`config.mk`:
```
export PLATFORM = sky130hd
export DESIGN_NAME = gf_muls_2_sched
export DESIGN_NICKNAME = d
export VERILOG_FILES = /design/src/rtl/gf_muls_2_sched.sv
export SDC_FILE = /design/constraint.sdc
export NUM_CORES = 1
export LEC_CHECK = 0
export CORE_MARGIN = 4
export CORE_UTILIZATION = 42
export DETAILED_ROUTE_END_ITERATION = 12
export MAX_ROUTING_LAYER = met4
export PLACE_DENSITY = 0.85
export SETUP_SLACK_MARGIN = 0.3
export SYNTH_ARGS = -nofsm -noshare
export SYNTH_HDL_FRONTEND = slang
export SYNTH_SLANG_ARGS = --single-unit
```
`constraint.sdc`:
```
create_clock -name clk -period 2.1 [get_ports clk]
set_input_delay 0.21 -clock clk [delete_from_list [all_inputs] [get_ports clk]]
set_output_delay 0.21 -clock clk [all_outputs]
set_load 0.02 [all_outputs]
```
`src/rtl/gf_muls_2_sched.sv`:
```
// gf_muls_2_sched: shares one GF(2^2) shared-factor multiplier (normal basis
// [Omega^2,Omega]) between NREQ requesters. Each requester has a valid/ready operand port.
// One registered result port returns the product, tagged with the index of the requester.
//
// Optional feature: define GF_MULS_2_SCHED_FIXED_PRIO_EN for fixed priority, where the
// lowest index wins and there is no round-robin pointer. It is undefined by default,
// which gives round-robin.
//
// Ports:
//   clk        rising-edge clock
//   rst        asynchronous active-high reset
//   req_valid  per-requester operand valid
//   req_ready  per-requester grant, one-hot or zero (combinational)
//   req_a      operand A, requester i at [2i+1:2i]
//   req_ab     shared factor ab, per requester
//   req_b      operand B, requester i at [2i+1:2i]
//   req_cd     shared factor cd, per requester
//   res_valid  result valid (registered)
//   res_ready  consumer accepts result
//   res_q      product Q (registered)
//   res_id     index of the requester that produced res_q (registered)
//   done_cnt   count of consumed results, wraps (registered)
//   busy       a result is held or an operand is pending

// Shared-factor GF(2^2) multiplier.
module gf_muls_2 (
  input  logic [1:0] a,
  input  logic       ab,
  input  logic [1:0] b,
  input  logic       cd,
  output logic [1:0] q
);

  logic abcd;

  assign abcd = ~(ab & cd);
  assign q[1] = ~(a[1] & b[1]) ^ abcd;
  assign q[0] = ~(a[0] & b[0]) ^ abcd;

endmodule

module gf_muls_2_sched #(
  parameter int unsigned NREQ = 4,
  parameter int unsigned IDW  = 2,
  parameter int unsigned CNTW = 16
) (
  input  logic              clk,
  input  logic              rst,
  input  logic [NREQ-1:0]   req_valid,
  output logic [NREQ-1:0]   req_ready,
  input  logic [2*NREQ-1:0] req_a,
  input  logic [NREQ-1:0]   req_ab,
  input  logic [2*NREQ-1:0] req_b,
  input  logic [NREQ-1:0]   req_cd,
  output logic              res_valid,
  input  logic              res_ready,
  output logic [1:0]        res_q,
  output logic [IDW-1:0]    res_id,
  output logic [CNTW-1:0]   done_cnt,
  output logic              busy
);

  // STALL is FULL with res_ready low; it needs no state of its own because
  // the grant logic already suppresses grants when the slot is not free.
  typedef enum logic {
    IDLE = 1'b0,
    FULL = 1'b1
  } state_t;

  state_t         state;
  logic           free_c;
  logic           gnt_any_c;
  logic [IDW-1:0] gnt_id_c;
  logic [IDW-1:0] idx;
  logic [1:0]     sel_a;
  logic [1:0]     sel_b;
  logic           sel_ab;
  logic           sel_cd;
  logic [1:0]     prod;
`ifndef GF_MULS_2_SCHED_FIXED_PRIO_EN
  logic [IDW-1:0] ptr;
  logic [IDW:0]   sum;
`endif

  assign res_valid = (state == FULL);
  assign free_c    = !res_valid || res_ready;
  assign busy      = res_valid | (|req_valid);

  // Grant search: the first valid requester starting at ptr (or at 0 in fixed
  // priority). It looks only at req_valid and never at a requester's data lines.
  always_comb begin
    gnt_any_c = 1'b0;
    gnt_id_c  = '0;
    idx       = '0;
`ifndef GF_MULS_2_SCHED_FIXED_PRIO_EN
    sum       = '0;
`endif
    for (int k = 0; k < NREQ; k++) begin
`ifdef GF_MULS_2_SCHED_FIXED_PRIO_EN
      idx = IDW'(k);
`else
      sum = (IDW+1)'(ptr) + (IDW+1)'(k);
      if (sum >= (IDW+1)'(NREQ)) sum = sum - (IDW+1)'(NREQ);
      idx = IDW'(sum);
`endif
      if (!gnt_any_c && req_valid[idx]) begin
        gnt_any_c = 1'b1;
        gnt_id_c  = idx;
      end
    end
    // Hold req_ready at its reset value while reset is asserted.
    if (rst || !free_c) gnt_any_c = 1'b0;
  end

  assign req_ready = gnt_any_c ? (NREQ'(1) << gnt_id_c) : '0;

  // Operand mux feeding the single shared multiplier.
  assign sel_a  = req_a[2*gnt_id_c +: 2];
  assign sel_b  = req_b[2*gnt_id_c +: 2];
  assign sel_ab = req_ab[gnt_id_c];
  assign sel_cd = req_cd[gnt_id_c];

  gf_muls_2 u_mul (
    .a  (sel_a),
    .ab (sel_ab),
    .b  (sel_b),
    .cd (sel_cd),
    .q  (prod)
  );

  // Result slot FSM, registered outputs and round-robin pointer.
  always_ff @(posedge clk or posedge rst) begin
    if (rst) begin
      state    <= IDLE;
      res_q    <= '0;
      res_id   <= '0;
      done_cnt <= '0;
`ifndef GF_MULS_2_SCHED_FIXED_PRIO_EN
      ptr      <= '0;
`endif
    end else begin
      if (res_valid && res_ready) done_cnt <= done_cnt + CNTW'(1);
      if (gnt_any_c) begin
        // A new result replaces a consumed one with no bubble.
        state  <= FULL;
        res_q  <= prod;
        res_id <= gnt_id_c;
`ifndef GF_MULS_2_SCHED_FIXED_PRIO_EN
        ptr    <= (gnt_id_c == IDW'(NREQ - 1)) ? '0 : gnt_id_c + IDW'(1);
`endif
      end else if (res_valid && res_ready) begin
        state <= IDLE;
      end
    end
  end

endmodule

```
### Word-level counts from Yosys, hierarchy flattened

Index checks and enable logic that the tools add are counted.

* add/subtract/negate cells: 9
* order comparisons: 9
* equality and inequality tests: 1
* shifts and indexed selects: 3
* multiplexer cells: 29
* bitwise gates (word level): 9
* reductions and logical operators: 13

Operators by type and width (count)
* $mux 2: 9
* $add 16x1->16 const B: 1
* $shiftx 8x4->2: 2
* $lt 2x3->1 const B: 5
* $mux 1: 13
* $bmux 1 s2: 6
* $ge 3x3->1 const B: 3
* $sub 2x1->2 const B: 4
* $add 2x2->3 const B: 2
* $logic_not 1->1: 5
* $logic_and 1x1->1: 4
* $mux 4: 1
* $reduce_or 4->1: 1
* $shl 1x2->4 const A: 1
* $add 2x1->3 const B: 1
* $and 1x1->1: 3
* $ge 2x3->1 const B: 1
* $not 1->1: 3
* $add 2x1->2 const B: 1
* $eq 2x2->1 const B: 1
* $logic_or 1x1->1: 2
* $reduce_bool 2->1: 1
* $xor 1x1->1: 2
* $or 1x1->1: 1

* bits in registers: 23
* input bits: 31
* output and inout bits: 26
* logic and storage cells: 78

### Depth between registers and ports, before layout

* depth in word-level cells: 19
* mapped depth: 8
* gate-level depth less buffers: 7

### Modules after synthesis

A second synthesis with hierarchy kept.

* cell total of the unflattened synthesis: 167
* area, all modules: 1549.0 sq um

Modules (own cells, without submodules)
* gf_muls_2_sched: instances 1, cells an instance 162, area each 1517.7 sq um, sequential area each 575.6 sq um
* gf_muls_2: instances 1, cells an instance 5, area each 31.3 sq um, sequential area each 0.0 sq um

### Worst setup path before layout

No wires, ideal clock.

* path kind: register -> output
* start point: reg ptr[0]
* end point: out req_ready[0]
* arrival: 1.536 ns
* required time: 1.890 ns
* slack: 0.354 ns
* cell stages (with the launch flop): 7
* path buffers: 0
* path through: dfrtp_1 and2b_4 a21o_1 a221oi_2 inv_1 ha_1 and3_1

* longest elaborated chain between the ends: 16
* elaborated cells on any way between the ends: 40
* those cells by class: add/sub (7); order compare (4); shift (1); mux (22); reduce/logical (6)

RTL lines
* start, declared: RTL line 81 `logic [IDW-1:0] ptr;`
* start signal, assigned: RTL line 149 `ptr <= (gnt_id_c == IDW'(NREQ - 1)) ? '0 : gnt_id_c + IDW'(1);`
* parallel branches: the longest is 13 deep, another holds $add 2x1->3
* $mux 2 *: RTL line 106 `if (!gnt_any_c && req_valid[idx]) begin`
* net gnt_id_c[0]: RTL line 73 `logic [IDW-1:0] gnt_id_c;`
* $shl 1x2->4 *: RTL line 115 `assign req_ready = gnt_any_c ? (NREQ'(1) << gnt_id_c) : '0;`
* $mux 4 *: RTL line 115
* end, declared: RTL line 50 `output logic [NREQ-1:0] req_ready,`

Mark *: on every way through the listed nets, which the timed path passes. The select of a mux whose other input is x is not followed.

### Worst setup path in the final report

* start point: reg ptr[0]
* end point: out req_ready[2]

Same word-level chain as after synthesis.

==> run_results.csv <==
group,metric,value,unit
status,status,"finished, violations left",
status,violations,"setup timing",
finish,layout_commonest_cell,"clkdlybuf4s50_1",
sta,setup_viol,2,
drt,drc,0,
sta,fin_crit,2.13,ns
pwr,power_leakage,0.000947,µW
drt,final_antenna_net_count,0,
finish,nets,249,
hold_path,hold_path.class,"input pin to asynchronous set/reset pin",
sta,rsz0062_at_grt,"yes",
drt,routed_wl,3.08,mm
setup_path,cp.arrival,1.92,ns
pwr,peakVddDrop,0.411,mV
finish,diodes,0,
yosys,synthDistinctLibCells,28,
sta,hold_viol_final,0,
setup_path,cp_max_fo,4,
placed_design,placed_area,1980,µm²
setup_path,required,1.89,ns
sta,fin_crit_sh,101,%
cts,cts-root-buf,"clkbuf_4",
sta,tightestPinTransition,0.822,ns
drt,viasPerCell,4.87,
yosys,yosysWarnings,0,
cts,cts_tree,"built",
pwr,p_int,1140,µW
cts,cts_buffers,3,
grt,grt_pass1_wl,5.24,mm
pwr,swShare,37.7,%
drt,dr.pass1.iters,4,
drt,drt_iter0_drc,58,
yosys,netlist_area,1320,µm²
pwr,powerDensity,861,nW/µm²
floorplan,die_area,4090,µm²
grt,grt.total_usage,16.2,%
cts,insertion_delay,0.31,ns
finish,nFillCells,235,
placed_design,dpl_worst_slack,-0.442,ns
pwr,pwr-share-comb,52.2,%
sta,fin_skew,0.0112,ns
sta,slew_violations,0,
yosys,ys_seq_area_share,43.8,%
cts,clock-sinks,23,
setup_path,endpoint_kind,"primary output",
floorplan,start_util,43.4,%
yosys,avgSynthCellArea,9.46,µm²
yosys,synth-seq-cells,23,
pwr,clock_power_share,10.7,%
finish,mostFrequentLayoutCells,"clkdlybuf4s50_1 (49), nand2_1 (28), dfrtp_1 (22), buf_4 (15), xnor2_1 (14)",
grt,grt_pass1_vias,1277,
run,maxCapViolations,0,
sta,worst_slack,-0.0276,ns
floorplan,core.rowCount,20,
cts,htree_levels,1,
pwr,seqPwrFrac,37.1,%
placed_design,dp_hpwl,2.42,mm
placed_design,port_buffers,56,
floorplan,die_x,64.0,µm
setup_path,start_kind,"register",
sta,slew-limit-headroom,45.1,%
placed_design,place_congestion,0.827,
floorplan,fp.coreArea,3030,µm²
pwr,p_sw,691,µW
yosys,syn-num-nets,175,
yosys,synthCells,139,
grt,grt_max_degree,24,
setup_path,slowest_stage,"dfrtp_1",
drt,via_count,1247,
drt,wl_per_cell,12.0,µm
finish,syn_to_final_growth,62.0,%
grt,antenna_found_initial,0,
finish,drive_above_1_share,17.9,%
setup_path,slowest_delay,0.38,ns
setup_path,crit_chain,"and2b_4 > a21o_1 > a221oi_4 > inv_2 > ha_2 > and3_4 > buf_6",
setup_path,setup.worst_path.class,"register to primary output",
cts,clk_pin_slew,0.13,ns
cts,postCtsHoldBufs,0,
floorplan,boundaryPins,57,
finish,design_area,2130,µm²
cts,clockBufferDepth,2,
floorplan,fp.dieH,64.0,µm
grt,overflow,0,
sta,fmax,0.470,GHz
## state kept, by name (all words and copies together), names as in the netlist
signal / count
done_cnt: 16
ptr: 2
res_id: 2
res_q: 2
res_valid: 1
## Yosys cell counts
master	instances	share of area, %
a2111o_1	2	1.7
a21o_1	1	0.57
a21oi_1	2	0.76
a221oi_2	1	1.1
a311oi_2	1	1.1
and2_1	3	1.4
and2b_4	1	0.76
and3_1	5	2.4
and4_1	1	0.67
buf_2	1	0.38
buf_6	1	0.86
dfrtp_1	23	44
ha_1	5	4.8
inv_1	7	2.0
mux2_2	1	0.86
nand2_1	28	8.0
nand2b_1	4	1.9
nand3_1	6	2.3
nand4_1	3	1.4
nor2_1	5	1.4
nor3_1	4	1.5
nor4_1	1	0.48
o211ai_1	2	1.1
o21a_1	1	0.57
o21ai_0	6	2.3
or2_1	1	0.48
xnor2_1	14	9.3
xor2_1	9	6.0
## path summary, 6_finish.rpt
kind                       cells past startpoint                     start                  endpoint  slack, ns
min in group clk                               4              req_valid[1]     res_valid$_DFFE_PP0P_       0.45
min reg2reg                                    1  done_cnt[15]$_DFFE_PP0P_  done_cnt[15]$_DFFE_PP0P_       0.48
max                                            7        ptr[0]$_DFFE_PP0P_              req_ready[2]      -0.03
max reg2reg                                    7        ptr[0]$_DFFE_PP0P_      res_q[0]$_DFFE_PP0P_       0.36
min                                            2                       rst        ptr[0]$_DFFE_PP0P_       0.41
max in group asynchronous                      2                       rst        ptr[1]$_DFFE_PP0P_       1.14
## critical path, delay by kind of cell (launching register included)
family,cells,cell delay (ns)
and+or+nand+nor,2,0.35
DFF,1,0.38
adders and majority gates,1,0.18
AOI/OAI and AO/OA,2,0.48
buffers and inverters,2,0.20
## metrics by stage
stage	power [µW]	util [%]	std cells	TNS (ns)	hold WS, ns
after floorplan	1100	-	139	0	0.212
after global placement	1470	65.5	246	-1.35	0.455
after detailed placement	1500	65.5	246	-1.69	0.463
after CTS	1770	68.6	253	-0.0675	0.442
after global routing	1950	70.4	256	-0.369	0.496
final	1830	70.4	256	-0.0461	0.412
## metal layers
metal | vias up | GRT usage, % | share of wire (%) | wire length [µm]
met3 | 2 | 2.81 | 5.4 | 165
met2 | 50 | 31.5 | 55 | 1680
met1 | 580 | 15.6 | 39 | 1220
li1 | 615 | - | - | -
met4 | 0 | 5.93 | 0.45 | 14
met5 | - | - | 0 | 0
## cell type report
type | instances | area (µm²) | area share, %
multi-input combinational | 107 | 766 | 35.9
timing repair buffer | 71 | 679 | 31.9
sequential | 23 | 577 | 27.1
tap | 44 | 55.1 | 2.58
inverter | 7 | 26.3 | 1.23
clock buffer | 3 | 22.5 | 1.06
clock inverter | 1 | 5.00 | 0.235
## power groups by stage
stage               registers (µW)  clock network (µW)  logic (µW)
CTS                            684                 203         880
finish                         680                 196         958
global route                   700                 218        1030
detailed placement             685                   0         812
floorplan                      785                   0         318
global placement               680                   0         787
## what timing repair did
item,4_1_cts,5_1_grt
gates resized for setup,36,7
setup buffers,3,3
pin swaps,6,5
endpoints found under the setup margin,5,7
## cells by family (layout without fill, tap and decap cells)
kind of cell | Yosys count | after routing | share of synthesized area [%]
mux | 1 | 1 | 0.856
buf+inv | 9 | 82 | 3.23
xor+xnor | 23 | 23 | 15.3
simple gates | 62 | 62 | 22.7
fa+ha+maj | 5 | 5 | 4.76
flops | 23 | 23 | 43.8
compound gates | 16 | 16 | 9.32
Power figures use the tool's default switching activity.
